File: src/rtl/shift_seq_pkg.sv
// Shared types and defaults for the shift-register sequencing controller.
package shift_seq_pkg;

    localparam int WIDTH_DEF = 4;
    localparam int NREQ_DEF  = 2;

    typedef enum logic [1:0] {
        IDLE    = 2'd0,
        SHIFT   = 2'd1,
        CAPTURE = 2'd2,
        OUT     = 2'd3
    } seq_state_e;

endpackage

File: src/rtl/rr_arbiter.sv
// Combinational round-robin arbiter: the search starts one past the last winner.
module rr_arbiter #(
    parameter int NREQ = 2,
    parameter int IDW  = $clog2(NREQ)
) (
    input  logic [NREQ-1:0] req,
    input  logic [IDW-1:0]  last,
    output logic [NREQ-1:0] grant,
    output logic [IDW-1:0]  grant_idx
);

    logic found;

    always_comb begin
        grant     = '0;
        grant_idx = '0;
        found     = 1'b0;
        for (int k = 1; k <= NREQ; k++) begin
            if (!found && req[(int'(last) + k) % NREQ]) begin
                found                            = 1'b1;
                grant[(int'(last) + k) % NREQ]   = 1'b1;
                grant_idx                        = IDW'((int'(last) + k) % NREQ);
            end
        end
    end

endmodule

File: src/rtl/shift_seq_ctrl.sv
// Arbitrates parallel words, serializes them MSB first into an external SIPO
// shift register and returns the captured parallel word tagged with its owner.
module shift_seq_ctrl
    import shift_seq_pkg::*;
#(
    parameter int WIDTH = WIDTH_DEF,
    parameter int NREQ  = NREQ_DEF,
    parameter int IDW   = $clog2(NREQ)
) (
    input  logic              clk,
    input  logic              rst,
    input  logic [NREQ-1:0]   req_valid,
    input  logic [NREQ*WIDTH-1:0] req_data,
    output logic [NREQ-1:0]   req_ready,
    output logic              sr_din,
    output logic              sr_clr,
    input  logic [WIDTH-1:0]  sr_q,
    output logic              out_valid,
    output logic [WIDTH-1:0]  out_data,
    output logic [IDW-1:0]    out_id,
    input  logic              out_ready,
    output logic              busy
);

    localparam int CNTW = (WIDTH > 1) ? $clog2(WIDTH) : 1;
    localparam logic [CNTW-1:0] CNT_LAST = CNTW'(WIDTH - 1);

    seq_state_e       state, state_nxt;
    logic [CNTW-1:0]  cnt;
    logic [WIDTH-1:0] hold;
    logic [IDW-1:0]   id_r;
    logic [IDW-1:0]   last;
    logic [NREQ-1:0]  grant;
    logic [IDW-1:0]   grant_idx;
    logic             accept;

    rr_arbiter #(.NREQ(NREQ), .IDW(IDW)) u_arb (
        .req       (req_valid),
        .last      (last),
        .grant     (grant),
        .grant_idx (grant_idx)
    );

    // Handshakes: a transfer happens on a rising edge where valid && ready are
    // both high; valid never waits for ready, ready is offered only in IDLE
    // (requests) and out_valid stays up with stable data until taken.
    always_comb begin
        state_nxt = state;
        req_ready = '0;
        sr_din    = 1'b0;
        sr_clr    = 1'b1;
        accept    = 1'b0;
        case (state)
            IDLE: begin
                if (!rst) req_ready = grant;
                accept = |(req_valid & req_ready);
                if (accept) state_nxt = SHIFT;
            end
            SHIFT: begin
                sr_clr = 1'b0;
                sr_din = hold[CNT_LAST - cnt];
                if (cnt == CNT_LAST) state_nxt = CAPTURE;
            end
            CAPTURE: begin
                sr_clr    = 1'b0;
                state_nxt = OUT;
            end
            OUT: begin
                if (out_ready) state_nxt = IDLE;
            end
            default: state_nxt = IDLE;
        endcase
    end

    assign busy = (state != IDLE);

    always_ff @(posedge clk or posedge rst) begin
        if (rst) begin
            state     <= IDLE;
            cnt       <= '0;
            hold      <= '0;
            id_r      <= '0;
            last      <= IDW'(NREQ - 1);
            out_valid <= 1'b0;
            out_data  <= '0;
            out_id    <= '0;
        end else begin
            state <= state_nxt;
            if (accept) begin
                hold <= req_data[int'(grant_idx)*WIDTH +: WIDTH];
                id_r <= grant_idx;
                last <= grant_idx;
                cnt  <= '0;
            end
            if (state == SHIFT) cnt <= cnt + 1'b1;
            // sr_q holds the complete word only during the CAPTURE cycle
            if (state == CAPTURE) begin
                out_data  <= sr_q;
                out_id    <= id_r;
                out_valid <= 1'b1;
            end
            if (state == OUT && out_ready) out_valid <= 1'b0;
        end
    end

endmodule

File: config.mk
export PLATFORM = sky130hd
export DESIGN_NAME = shift_seq_ctrl
export DESIGN_NICKNAME = d
export VERILOG_FILES = /design/src/rtl/shift_seq_pkg.sv /design/src/rtl/rr_arbiter.sv /design/src/rtl/shift_seq_ctrl.sv
export SDC_FILE = /design/constraint.sdc
export NUM_CORES = 1
export LEC_CHECK = 0
export ABC_AREA = 0
export CORE_ASPECT_RATIO = 0.6
export CORE_MARGIN = 3
export CORE_UTILIZATION = 30
export CTS_CLUSTER_DIAMETER = 120
export DETAILED_ROUTE_END_ITERATION = 12
export PLACE_DENSITY = 0.59
export SYNTH_ARGS = -nofsm -noshare
export SYNTH_HDL_FRONTEND = slang
export SYNTH_SLANG_ARGS = --single-unit
File: constraint.sdc
create_clock -name clk -period 2.8 [get_ports clk]
set_input_delay 0.84 -clock clk [delete_from_list [all_inputs] [get_ports clk]]
set_output_delay 0.84 -clock clk [all_outputs]
set_load 0.03 [all_outputs]
Yosys cells after proc, flatten, opt, wreduce, memory -nomap -nowiden
Index checks and enable logic that the tools add are counted.
{ "classes": {"add_sub_neg": 4, "magnitude_cmp": 5, "eq_ne": 7, "n_shift": 1, "mux": 31, "bitwise_logic": 4, "n_reduce_logical": 12} }
{ "ops": {"columns": ["cell", "count"], "rows": [
  ["two-way mux 2 bit", 10],
  ["two-way mux 1 bit", 17],
  ["less-than comparator 2 x 3 -> 1 bit (second input constant)", 3],
  ["case mux 2 bit (4 select lines)", 1],
  ["variable part select 8 x 4 -> 4 bit", 1],
  ["== test 2 bit (second input constant)", 3],
  ["inequality test 2 bit (second input constant)", 3],
  ["nonzero test 2 bit", 3],
  ["greater-or-equal comparator 2 x 1 -> 1 bit (second input constant)", 2],
  ["logical AND 1 bit", 4],
  ["OR reduction 2 bit", 2],
  ["AND reduction 3 bit", 1],
  ["adder 1 bit (second input constant)", 2],
  ["adder 2 x 1 -> 2 bit (second input constant)", 1],
  ["bitwise AND 1 bit (first input constant)", 2],
  ["bitwise AND 2 bit", 1],
  ["binary-select mux 1 bit (select 2 bit)", 1],
  ["demux 1 bit (select 1 bit)", 2],
  ["== test 2 x 1 -> 1 bit (second input constant)", 1],
  ["logical NOT 2 bit", 1],
  ["OR 2 bit", 1],
  ["subtractor 2 bit (first input constant)", 1],
  ["logical NOT 1 bit", 1]
]} }
{ "totals": {"reg_bits": 16, "input_bits": 17, "out_inout_bits": 11} }

Depth between registers and ports, before layout
{ "logic_depth": {"ltp_word": 16, "mapped_depth": 5} }

Cells and area by module
A second synthesis with hierarchy kept.
{ "hier_totals": {"hier_cells": 73, "hier_area_um2": 843.3} }
{ "by_module_without_submodules": {"columns": ["module", "instances", "cells_per_inst", "area_per_inst_um2", "seq_area_each_um2"], "rows": [
  ["shift_seq_ctrl", 1, 69, 817.0, 401.6],
  ["rr_arbiter", 1, 4, 26.3, 0.0]
]} }

Worst setup path after synthesis
OpenSTA, ideal clock, no wires.
{ "synth_timing": {"kind": "in2out", "startpoint": "in rst", "endpoint": "out req_ready[0]", "t_arrival_ns": 1.630, "required_time_ns": 1.960, "slack_ns": 0.330, "stages": 3, "path_cell_list": "and2b_1 > nand2_1 > a21oi_1"} }
{ "synth_via": {"elab_chain_cells": 3} }
{ "synth_lines": {"columns": ["element", "line_no", "text"], "rows": [
  ["from (decl)", "shift_seq_ctrl.sv:11", "input logic rst,"],
  ["two-way mux 2 bit", "shift_seq_ctrl.sv:55", "if (!rst) req_ready = grant;"],
  ["two-way mux 2 bit (2 in a row)", "shift_seq_ctrl.sv:53", "case (state)"],
  ["to (decl)", "shift_seq_ctrl.sv:14", "output logic [NREQ-1:0] req_ready,"]
]} }
Every way passes these cells. The select of a mux whose other input is x is not followed.

Worst setup path after layout
{ "layout_timing": {"startpoint": "in req_valid[1]", "endpoint": "out req_ready[1]"} }
{ "layout_via": {"elab_chain_cells": 10, "word_cells_on_any_way": 15} }
{ "layout_lines": {"columns": ["element", "line_no", "text"], "rows": [
  ["from (decl)", "shift_seq_ctrl.sv:12", "input logic [NREQ-1:0] req_valid,"],
  ["two-way mux 1 bit (not written as such) (3 in a row)", "rr_arbiter.sv:19", "if (!found && req[(int'(last) + k) % NREQ]) begin"],
  ["two-way mux 1 bit", "rr_arbiter.sv:19", null],
  ["logical NOT 1 bit", "rr_arbiter.sv:19", null],
  ["logical AND 1 bit", "rr_arbiter.sv:19", null],
  ["two-way mux 2 bit *", "rr_arbiter.sv:19", null],
  ["two-way mux 2 bit *", "shift_seq_ctrl.sv:55", null],
  ["two-way mux 2 bit * (2 in a row)", "shift_seq_ctrl.sv:53", null]
]} }
Mark *: on every way between the ends. The rest lies on a longest branch, timed or not. The select of a mux whose other input is x is not followed.

==> impl_metrics.env <==
export IMPL_setup_viol=0
export IMPL_synth_edf_count=0
export IMPL_hpwl_microns=1490
export IMPL_vias=627
export IMPL_register_area_sq_um=402
export IMPL_synthDistinctLibCells=24
export IMPL_core_sq_um=2560
export IMPL_die_area_sq_um=3420
export IMPL_yosysWarnings=0
export IMPL_muxShareOfSynthArea_pct=21.8
export IMPL_cts_tree="yes"
export IMPL_cts_setup_buffers=0
export IMPL_gp_congestion=0.695
export IMPL_antenna_diode_count=0
export IMPL_reg2reg_slack_ns=1.12
export IMPL_dp_cells=129
export IMPL_crit_path_start_kind="primary input"
export IMPL_netlist_area_sq_um=822
export IMPL_grt_overflow=0
export IMPL_first_pass_iters=4
export IMPL_fill_cells=247
export IMPL_wire_per_inst_microns=13.4
export IMPL_hold_violations=0
export IMPL_multi_input_area_sq_um=392
export IMPL_synth_simple_area_share_pct=6.54
export IMPL_synth_seq_area_share_pct=48.9
export IMPL_postRouteAntennaNets=0
export IMPL_clkSinkCount=16
export IMPL_fmax_ghz=0.371
export IMPL_synth_ff_type="dfrtp_1"
export IMPL_clk_path_buf_depth=2
export IMPL_finalClockSkew_ns=0.00513
export IMPL_final_common_cell="clkdlybuf4s50_1"
export IMPL_cts_root_buf="clkbuf_8"
export IMPL_path_class="in2out"
export IMPL_ir_worst_vdd_v=0.000418
export IMPL_area_growth_pct=47.8
export IMPL_worstPathMaxFanout=2
export IMPL_drt_first_iter_violations=36
export IMPL_wirelength_microns=1790
export IMPL_synth_compound_area_share_pct=11.1
export IMPL_status="finished, final reports clean"
export IMPL_clkTransAtPathRegs_ns=0.06
export IMPL_cts_max_level=1
export IMPL_maxSlewViolCount=0
export IMPL_vias_per_cell=4.71
export IMPL_synthTopCellsByArea="dfrtp_1 (46%), mux2_2 (12%), ha_1 (7.6%)"
export IMPL_grt_total_usage_pct=12.5
export IMPL_grt_max_degree=17
export IMPL_hold_path_class="reg2reg"
export IMPL_antenna_found_initial=0
export IMPL_tightest_slew_ns=0.619
export IMPL_tns_ns=0
export IMPL_fin_crit_ns=2.69
export IMPL_drc=0
export IMPL_synth_largest_area_cell="dfrtp_1"
export IMPL_p_per_area_nw_per_um2=1110
export IMPL_synth_top_family_by_area="multiplexers"
export IMPL_finalNonFillerCells=133
export IMPL_drive_gt1_share_pct=22.8
export IMPL_post_synth_cell_area_avg_sq_um=12.1
export IMPL_synth_adder_area_share_pct=7.61
export IMPL_synth_xor_xnor_area_share_pct=0
export IMPL_cts_buffers=3
export IMPL_endpoint_kind="output port"
export IMPL_io_pins=28
export IMPL_worstPathRequired_ns=1.96
export IMPL_die_w_microns=73.6
export IMPL_initial_core_util_pct=32.1
export IMPL_yosysTopAreaCellShare_pct=45.7
export IMPL_die_y_microns=46.5
export IMPL_clock_latency_ns=0.25
export IMPL_final_util_pct=47.5
export IMPL_cp_data_arrival_time_ns=1.85
export IMPL_synthesis_instances=68
export IMPL_syn_num_nets=90
export IMPL_ys_ff_latch=16
export IMPL_grt_pass1_wl_microns=3110
export IMPL_grt_pass1_vias=647
export IMPL_max_cap_viol_count=0
export IMPL_rows=14
export IMPL_fin_crit_sh_pct=96.2
export IMPL_final_cell_mix="clkdlybuf4s50_1 (23), dfrtp_1 (15), mux2_2 (9), inv_1 (8), ha_1 (5)"
export IMPL_grt_setup_unrepaired="false"
export IMPL_port_buffers=27
export IMPL_relSlewSlack_pct=58.7
export IMPL_leakage_nw=0.564
export IMPL_async_flop_share_pct=100
export IMPL_nets=124
==> logic make-up after synthesis <==
kind of cell	after synthesis
AOI/OAI and AO/OA	13
buffers and inverters	9
adders and majority gates	5
and+or+nand+nor	10
muxes	15
DFF	16
==> per-layer routing <==
layer	vias up	part of all wire, %	GRT usage [%]	wire, microns
met4	0	0	3.25	0
met3	0	6.2	5.45	110
met2	15	46	19.5	814
li1	305	-	-	-
met1	307	48	16.0	861
met5	-	0	0	0
==> stage by stage <==
| stage | hold slack, ns | total power (W) | cell area (sq um) | setup slack, ns |
|---|---|---|---|---|
| after floorplan | 0.444 | 0.000909 | 822 | 0.330 |
| after global placement | 0.472 | 0.00115 | 1150 | 0.0600 |
| after detailed placement | 0.477 | 0.00117 | 1150 | 0.0212 |
| after CTS | 0.492 | 0.00137 | 1200 | 0.0166 |
| after global routing | 0.498 | 0.00146 | 1210 | 0.0729 |
| final | 0.481 | 0.00135 | 1210 | 0.105 |
==> cells in the mapped netlist, drive strengths merged, types with 2 or more instances <==
| cell type | count |
|---|---|
| a21oi | 3 |
| and2 | 2 |
| dfrtp | 15 |
| ha | 5 |
| inv | 8 |
| mux2 | 13 |
| nand2 | 2 |
| nand2b | 3 |
| nor2 | 2 |
| o21ai | 2 |
==> sequential cells by signal (all words and copies together) (netlist names) <==
| name | cells |
|---|---|
| cnt | 2 |
| hold | 4 |
| id_r | 1 |
| last | 1 |
| out_data | 4 |
| out_id | 1 |
| out_valid | 1 |
| state | 2 |
==> power by group <==
part / internal, W / leakage (nW) / switching (W)
combinational: 0.000362 / 0.346 / 0.000359
sequential: 0.000358 / 0.189 / 0.0000737
clock: 0.000125 / 0.0288 / 0.0000766
==> critical path, stage by stage <==
cell             delay, ns
clkdlybuf4s50_1       0.49
a21boi_2              0.18
and2_1                0.18
buf_4                 0.17
==> area by class of cell <==
type	count	share of cell area (%)
sequential	16	33.1
multi-input combinational	43	32.2
tap	32	3.30
clock buffer	4	4.53
inverter	8	2.47
timing repair buffer	30	24.4
==> path summary, 6_finish.rpt <==
path,start,endpoint,depth (start not counted)
max in group asynchronous,rst,hold[1],2
worst min register to register,id_r,id_r,1
worst min-delay path,id_r,id_r,1
worst max register to register,state[1],hold[0],5
worst max-delay path,req_valid[1],req_ready[1],4
min in group asynchronous,rst,out_data[3],2
==> repair_timing <==
| item | 4_1_cts | 5_1_grt |
|---|---|---|
| hold buffers | 0 | 0 |
| resized for setup | 0 | 5 |
| setup endpoints to repair | 0 | 3 |
Note: power is estimated with default switching activity, not from simulation.
==> edit, RTL diff (config.mk and constraints unchanged) <==
Encoding of `seq_state_e`: now Gray code (2 bits for 4 states).
--- a/src/rtl/shift_seq_pkg.sv
+++ b/src/rtl/shift_seq_pkg.sv
@@ -5,10 +5,10 @@
     localparam int NREQ_DEF  = 2;
 
     typedef enum logic [1:0] {
-        IDLE    = 2'd0,
-        SHIFT   = 2'd1,
-        CAPTURE = 2'd2,
-        OUT     = 2'd3
+        IDLE    = 2'b00,
+        SHIFT   = 2'b01,
+        CAPTURE = 2'b11,
+        OUT     = 2'b10
     } seq_state_e;
 
 endpackage
Function: same outputs for any inputs over 10 cycles, from zero or initial values and one cycle with rst high; not proved beyond that.
==> edit against the original RTL <==
Register-to-register slack improved by 0.37 ns. Count of clock-buffer cells in the layout unchanged. Routed wire length decreased by 4.6%. Area after synthesis decreased by 9.4%. Critical path depth decreased by 1. Synthesized cell count decreased by 15%. Setup slack improved by 0.00078 ns. Power decreased by 5.8%. First-iteration DRC count decreased by 53%. Sequential cell count unchanged. Combinational power decreased by 12%. Cell area decreased by 4.1%. Critical path type unchanged. Critical endpoint is now req_ready[0]. Largest cell class unchanged.
==> edit: results (changes against the original RTL) <==
Place
  – Detailed Place HPWL: 1330 um (-11%)
  – DP Area: 1090 sq um (-4.7%)
  – Placer Congestion: 0.723 (+4.1%)
  – Pre-CTS setup slack: 0.0336 ns (+0.0124 ns)

Power and ir drop
  – Leakage: 0.528 nW (-6.3%)
  – Worst VDD drop: 0.000416 V (-0.43%)

Layout
  – Final core utilization: 51.5% (+4.0 points)
  – Largest regs: hold: 4 flops, out_data: 4 flops
  – Filler instances: 211 (-15%)
  – Layout cell share with drive strength beyond 1: 26.3% (+3.5 points)
  – Net count, final: 114 (-8.1%)

Setup path
  – R2R Setup Slk: 1.49 ns (+0.37 ns)
  – CP peak stage delay: 0.51 ns (+0.02 ns)
  – Worst Path Max Fanout: 3 (+1)
  – Cells on worst reg2reg path: 3 (-2)
  – Slowest CP cell: clkdlybuf4s50_1

Synthesis
  – Post-Synth XOR/XNOR Area: 0% (unchanged)
  – Synth cell types: 22 (-8.3%)
  – Post-synthesis sequential area ratio: 53.9% (+5.1 points)
  – Main combinational cell family by area after synthesis: compound AO/OA/AOI/OAI gates
  – Synth Area in Adders: 1.68% (-5.9 points)
  – Syn_nets: 76 (-16%)
  – Synth cell count leaders: 15 x dfrtp_1, 5 x inv_1, 5 x mux2_2, 5 x nand2_1
  – Compound-Gate Fraction of Synth Area: 18.8% (+7.7 points)
  – Multiplexer share of the synthesized area: 11.9% (-9.8 points)
  – Synth warn: 0 (unchanged)
  – Synth area leaders: dfrtp_1 50%, mux2_2 7.6%, a2bb2oi_1 4.7%, o32ai_1 4.7%, nor3_4 4.4%

Status
  – Outcome: complete, no violations

Routing
  – Initial detailed-routing violation count: 17 (-53%)
  – Vias/cell: 4.71 (about the same)
  – Routed WL: 1700 um (-4.6%)

Global routing
  – Total track usage: 12.4% (-0.18 points)
  – First-pass GRT wire length: 2930 um (-5.6%)
  – Vias in the first global route: 619 (-4.3%)

Min path
  – Hold depth: 1 (unchanged)

Timing
  – Clock skew: 0.00589 ns (+0.000762 ns)
  – Slew margin rel.: 60.1% (+1.4 points)
  – Fin crit period: 2.69 ns (-0.000778 ns)
-- edit: path summary, 6_finish.rpt --
kind,start,to
worst max register to register,state[1],hold[0]
worst min register to register,id_r,id_r
min in group asynchronous,rst,hold[2]
worst min-delay path,id_r,id_r
worst max-delay path,rst,req_ready[0]
max in group asynchronous,rst,out_data[0]
-- edit: power by group --
part | internal, W | switching [W]
clock | 0.000125 | 0.0000788
sequential | 0.000352 | 0.0000820
combinational | 0.000315 | 0.000322
-- edit: worst register-to-register path: stages, from the launching register on --
cell and delay, ns:
dfrtp_1 0.46, nor3_4 0.39, o21a_4 0.21, a2bb2oi_1 0.16
-- edit: layout make-up --
class / instances / share of cell area, %
sequential: 16 / 34.5
clock buffer: 4 / 4.73
tap: 30 / 3.22
timing repair buffer: 33 / 27.6
inverter: 5 / 1.61
multi-input combinational: 37 / 28.4
-- edit: per-layer routing --
layer | GRT usage [%] | up-vias | wire, um
met2 | 17.3 | 15 | 749
met1 | 16.4 | 280 | 827
met4 | 4.58 | 0 | 16
met3 | 6.12 | 4 | 111
li1 | - | 290 | -
met5 | 0 | - | 0
-- edit: cell families (layout without fill, tap and decap cells) --
family / count (synthesis) / in the layout
flip-flops: 16 / 16
buffers and inverters: 5 / 42
adder cells (fa/ha/maj): 1 / 1
multiplexers: 7 / 7
AO/OA/AOI/OAI: 17 / 17
AND/OR/NAND/NOR: 12 / 12
-- edit: repair_timing --
action                                  in CTS  in global routing
endpoints found under the hold margin        0                  0
gates resized for setup                      0                  5
endpoints found under the setup margin       0                  3
hold buffers                                 0                  0
-- edit: stage by stage --
stage,instances,hold WS [ns]
floorplan,58,0.446
global placement,121,0.464
detailed placement,121,0.467
CTS,125,0.482
global route,125,0.513
finish,125,0.478
